===== config.mk =====
export PLATFORM = sky130hd
export DESIGN_NAME = gated_shift_ctrl
export DESIGN_NICKNAME = d
export VERILOG_FILES = /design/src/rtl/gated_shift_ctrl.sv
export SDC_FILE = /design/constraint.sdc
export NUM_CORES = 1
export LEC_CHECK = 0
export ABC_AREA = 1
export BUFFER_PORTS_ARGS = -buffer_cell sky130_fd_sc_hd__buf_2
export CAP_MARGIN = 5
export CORE_MARGIN = 2
export CORE_UTILIZATION = 40
export CTS_BUF_LIST = sky130_fd_sc_hd__clkbuf_16
export DETAILED_ROUTE_END_ITERATION = 12
export GPL_ROUTABILITY_DRIVEN = 0
export MAX_ROUTING_LAYER = met4
export PLACE_DENSITY_LB_ADDON = 0.05
export SLEW_MARGIN = 40
export SYNTH_ARGS = -nofsm -noshare
export SYNTH_HDL_FRONTEND = slang
export SYNTH_SLANG_ARGS = --single-unit

===== constraint.sdc =====
create_clock -name CK -period 3.6 [get_ports CK]
set_clock_uncertainty 0.15 [all_clocks]
set_input_delay 0.18 -clock CK [delete_from_list [all_inputs] [get_ports CK]]
set_output_delay 0.18 -clock CK [all_outputs]
set_load 0.02 [all_outputs]

===== src/rtl/gated_shift_ctrl.sv =====
// NCH independent DEPTH-stage shift channels under a 4-state mode FSM with a
// RUN-cycle wrap counter, gated true/complement outputs and a full scan chain.
module gated_shift_ctrl #(
  parameter int NCH   = 4,
  parameter int DEPTH = 4,
  parameter int CNT_W = 4
) (
  input  logic             CK,
  input  logic             RST,
  input  logic             EN,
  input  logic [1:0]       MODE,
  input  logic [NCH-1:0]   DIN,
  input  logic [NCH-1:0]   GATE,
  input  logic             SCAN_EN,
  input  logic             SCAN_IN,
  output logic [NCH-1:0]   Q,
  output logic [NCH-1:0]   QBF,
  output logic [1:0]       STATE,
  output logic [CNT_W-1:0] CNT,
  output logic             WRAP,
  output logic             BUSY,
  output logic             SCAN_OUT
);

  localparam int CHAIN = NCH * DEPTH;
  localparam int FC_W  = (DEPTH > 2) ? $clog2(DEPTH) : 1;

  typedef enum logic [1:0] {
    S_IDLE  = 2'b00,
    S_RUN   = 2'b01,
    S_HOLD  = 2'b10,
    S_FLUSH = 2'b11
  } state_t;

  state_t                          state_q, state_d;
  logic [CNT_W-1:0]                cnt_q, cnt_d;
  logic [FC_W-1:0]                 fcnt_q, fcnt_d;
  logic                            wrap_q, wrap_d;
  logic [NCH-1:0][DEPTH-1:0]       stage_q, stage_d;
  logic [NCH-1:0][DEPTH-1:0]       shifted;
  logic [CHAIN-1:0]                chain;
  logic [NCH-1:0]                  shin;

  // Flat view: bit c*DEPTH+k is stage[c][k], which is exactly the scan order.
  assign chain = stage_q;
  assign shin  = (state_q == S_RUN) ? DIN : '0;

  always_comb begin
    for (int c = 0; c < NCH; c++)
      shifted[c] = {stage_q[c][DEPTH-2:0], shin[c]};
  end

  always_comb begin
    state_d = state_q;
    cnt_d   = cnt_q;
    fcnt_d  = fcnt_q;
    stage_d = stage_q;
    wrap_d  = 1'b0;
    if (SCAN_EN) begin
      stage_d = {chain[CHAIN-2:0], SCAN_IN};
    end else begin
      case (state_q)
        S_IDLE: begin
          if (EN && MODE == 2'b01) begin
            state_d = S_RUN;
          end else if (EN && MODE == 2'b11) begin
            state_d = S_FLUSH;
            fcnt_d  = '0;
          end
        end
        S_RUN: begin
          stage_d = shifted;
          cnt_d   = cnt_q + CNT_W'(1);
          wrap_d  = &cnt_q;
          if (!EN) begin
            state_d = S_IDLE;
          end else if (MODE == 2'b10) begin
            state_d = S_HOLD;
          end else if (MODE == 2'b11) begin
            state_d = S_FLUSH;
            fcnt_d  = '0;
          end
        end
        S_HOLD: begin
          if (!EN) begin
            state_d = S_IDLE;
          end else if (MODE == 2'b01) begin
            state_d = S_RUN;
          end else if (MODE == 2'b11) begin
            state_d = S_FLUSH;
            fcnt_d  = '0;
          end
        end
        default: begin
          // FLUSH lasts DEPTH edges, enough to push zeros through every stage.
          stage_d = shifted;
          fcnt_d  = fcnt_q + FC_W'(1);
          if (fcnt_q == FC_W'(DEPTH - 1)) state_d = S_IDLE;
        end
      endcase
    end
  end

  always_ff @(posedge CK) begin
    if (RST) begin
      state_q <= S_IDLE;
      cnt_q   <= '0;
      fcnt_q  <= '0;
      wrap_q  <= 1'b0;
      stage_q <= '0;
    end else begin
      state_q <= state_d;
      cnt_q   <= cnt_d;
      fcnt_q  <= fcnt_d;
      wrap_q  <= wrap_d;
      stage_q <= stage_d;
    end
  end

  always_comb begin
    for (int c = 0; c < NCH; c++)
      Q[c] = stage_q[c][DEPTH-1] & GATE[c];
  end

  assign QBF      = ~Q;
  assign STATE    = state_q;
  assign CNT      = cnt_q;
  assign WRAP     = wrap_q;
  assign BUSY     = (state_q != S_IDLE);
  assign SCAN_OUT = stage_q[NCH-1][DEPTH-1];

endmodule

==> summary.txt <==
outcome: finished, final reports clean
cell count after synthesis: 173
number of library cell types mapped by synthesis: 19
Design Power: 984 uW
CP Capture Type: flop
HP Class: primary input to flop
H-tree levels: 1
Sequential Power Share: 38.0%
post-synthesis compound-gate area fraction: 13.3%
Clk pwr share: 24.4%
Reg clk slew, reported paths: 60 ps
RR Startpoint: STATE[0]$_SDFFE_PP0P_
crit share post-route: 47.3%
initial antenna violation count: 0
NetSw: 372 uW
CTS Buf Count: 3
mux cell area share after synthesis: 0%
Post CTS Setup Buffer Count: 0
total track usage: 16.8%
PostCTS Resize Cnt: 0
drt via density: 4.88
Avg Cell Area, Syn: 7.02 um2
Int Power: 612 uW
pin slew with the least headroom to its limit: 436 ps
WHS Endpoint: chain[0]$_SDFFE_PP0P_
DR WL/cell: 11.0 um
num rows: 19
1st-iter DRT viols: 30
worst hold start: DIN[0]
Max Clock Freq: 0.588 GHz
# fillers: 276
diode count: 0
DP Area: 1380 um2
crit path kind: flop to flop
worst skew pair latency: 250 ps
final wirelength: 2570 um
r2r setup slk: 1900 ps
Antenna Violating Nets Remaining: 0
max-slew violation count: 0
WP data required: 3590 ps
CTS max path bufs: 2
port bufs: 31
first-pass GRT wire length: 4310 um
Crit path arrival time: 1690 ps
final-stage net count: 225
Period minus WS final: 1700 ps
depth of the worst register-to-register path: 10
largest family of logic cells by synthesized area: simple AND/OR/NAND/NOR gates
power density cells: 675 nW/um2
RSZ-0062 raised after global routing: false
core area: 2830 um2
Die H: 59.1 um
Root Driver: clkbuf_16
DIE AREA: 3490 um2
synthesized cell area: 1210 um2
setup tns final: 0 ps
Remaining DRCs: 0
worst rel slew slack: 70.9%
synthesis-to-finish area growth: 20.0%
CTS tree: built
Finished Cell Area: 1460 um2
maximum vdd drop: 322 uV
synthesized flop and latch total: 25
DRT Pass-1 Iters: 4
adder-cell share of the synthesized area: 6.18%
vias: 1141
remaining global-route overflow: 0
Synth Area in Simple Gates: 30.9%
CP Launch Point: STATE[0]$_SDFFE_PP0P_
hold slack: 39.7 ps
largest net degree at the start of global routing: 18
Synth warnings: 0
starting density of the core: 42.9%
FF+latch area: 500 um2
share of cells above drive strength 1: 22.2%
Synth Area in XOR/XNOR: 0%
reg2reg end: STATE[0]$_SDFFE_PP0P_
Final HPWL DP: 1990 um
clk sinks: 25
Sw Share: 37.8%
Seq/Total Area, Yosys: 41.2%
die width: 59.1 um
Max Cap Viol: 0
Startpoint Class: flop
Hold Fails Final Rpt: 0
Setup violations, final: 0
cts hold-fix bufs: 0
combinational group share of total power: 37.5%
area of the multi-input gates: 612 um2
Pleak: 0.707 nW
Synth Net Count: 194
number of global-route vias before repair: 999
# IOs: 32
CP Max Fanout: 14
Hold Crit Depth: 3
## critical path, stage by stage (launching register included)
cell     delay [ps]
dfxtp_1         410
inv_1           110
ha_1            280
inv_2           110
nand2_4          60
nand2_4         130
nand2_1          80
nand2_2         100
nor2_2           40
nand2_1          70
a21oi_2          50
## cells in the mapped netlist, drive strengths merged
master,n,area share (%)
buf,2,1.3
clkbuf,3,1.2
nor2,33,10
a21oi,7,3.8
dfxtp,25,41
nor3,1,0.41
o21ai,18,7.4
nand3,14,5.8
nand2,40,14
inv,19,5.9
ha,6,6.2
nor4,1,0.52
a31oi,4,2.1
## cells by family (layout without fill, tap and decap cells)
logic type	Yosys count	count (layout)
buf+inv	24	54
fa+ha+maj	6	6
simple gates	89	89
compound gates	29	29
flops	25	25
## per-stage QoR
step	setup WS (ps)	std cells	utilization (%)
finish	1900	234	51.5
global route	1710	234	51.5
CTS	1890	234	51.5
detailed placement	1890	230	48.7
global placement	1950	230	48.7
floorplan	1880	173	-
## cells in the final DEF, fill, tap and decap left out, types with 2 or more instances in the layout
cell type  netlist  layout
a21oi_1          4       4
a21oi_2          3       3
a31oi_1          4       4
buf_2            1      31
clkbuf_16        0       3
dfxtp_1         25      25
ha_1             6       6
inv_1           16      16
inv_2            3       3
nand2_1         37      37
nand2_4          2       2
nand3_1         14      14
nor2_1          32      32
o21ai_0         18      18
## state kept, by name, summed over array words and instances (netlist names)
name and flops:
fcnt_q 2, SCAN_OUT 1, CNT 4, WRAP 1, STATE 2, chain 15
## area by class of cell
type	count	share of cell area (%)
Sequential cell	25	34.3
Clock inverter	1	0.343
Multi-Input combinational cell	124	42.0
Timing Repair Buffer	31	10.6
Tap cell	31	2.66
Clock buffer	3	5.15
Inverter	19	4.89
## worst max-delay path by stage
stage | endpoint | slack, ps | depth (start not counted)
2_1_floorplan | chain[10]$_SDFFE_PP0P_ | 1880 | 9
6_report | STATE[0]$_SDFFE_PP0P_ | 1900 | 10
4_1_cts | STATE[0]$_SDFFE_PP0P_ | 1890 | 10
3_5_place_dp | STATE[0]$_SDFFE_PP0P_ | 1890 | 10
5_1_grt | CNT[3]$_SDFFE_PP0P_ | 1710 | 7
3_3_place_gp | STATE[1]$_SDFFE_PP0P_ | 1950 | 9
## power groups by stage
| stage | clock network [mW] | logic, mW | registers (mW) |
|---|---|---|---|
| after floorplan | 0 | 0.276 | 0.389 |
| after global placement | 0 | 0.367 | 0.377 |
| after detailed placement | 0 | 0.371 | 0.380 |
| after CTS | 0.250 | 0.372 | 0.374 |
| after global routing | 0.262 | 0.417 | 0.382 |
| final | 0.240 | 0.369 | 0.374 |
## per-layer routing
layer / wire length, um / global-route usage, % / up-vias
met5: 0 / - / -
met4: 18 / 2.92 / 0
met3: 113 / 5.46 / 2
met2: 1250 / 28.4 / 27
met1: 1180 / 19.7 / 496
li1: - / - / 616
Note: power is estimated with default switching activity, not from simulation.
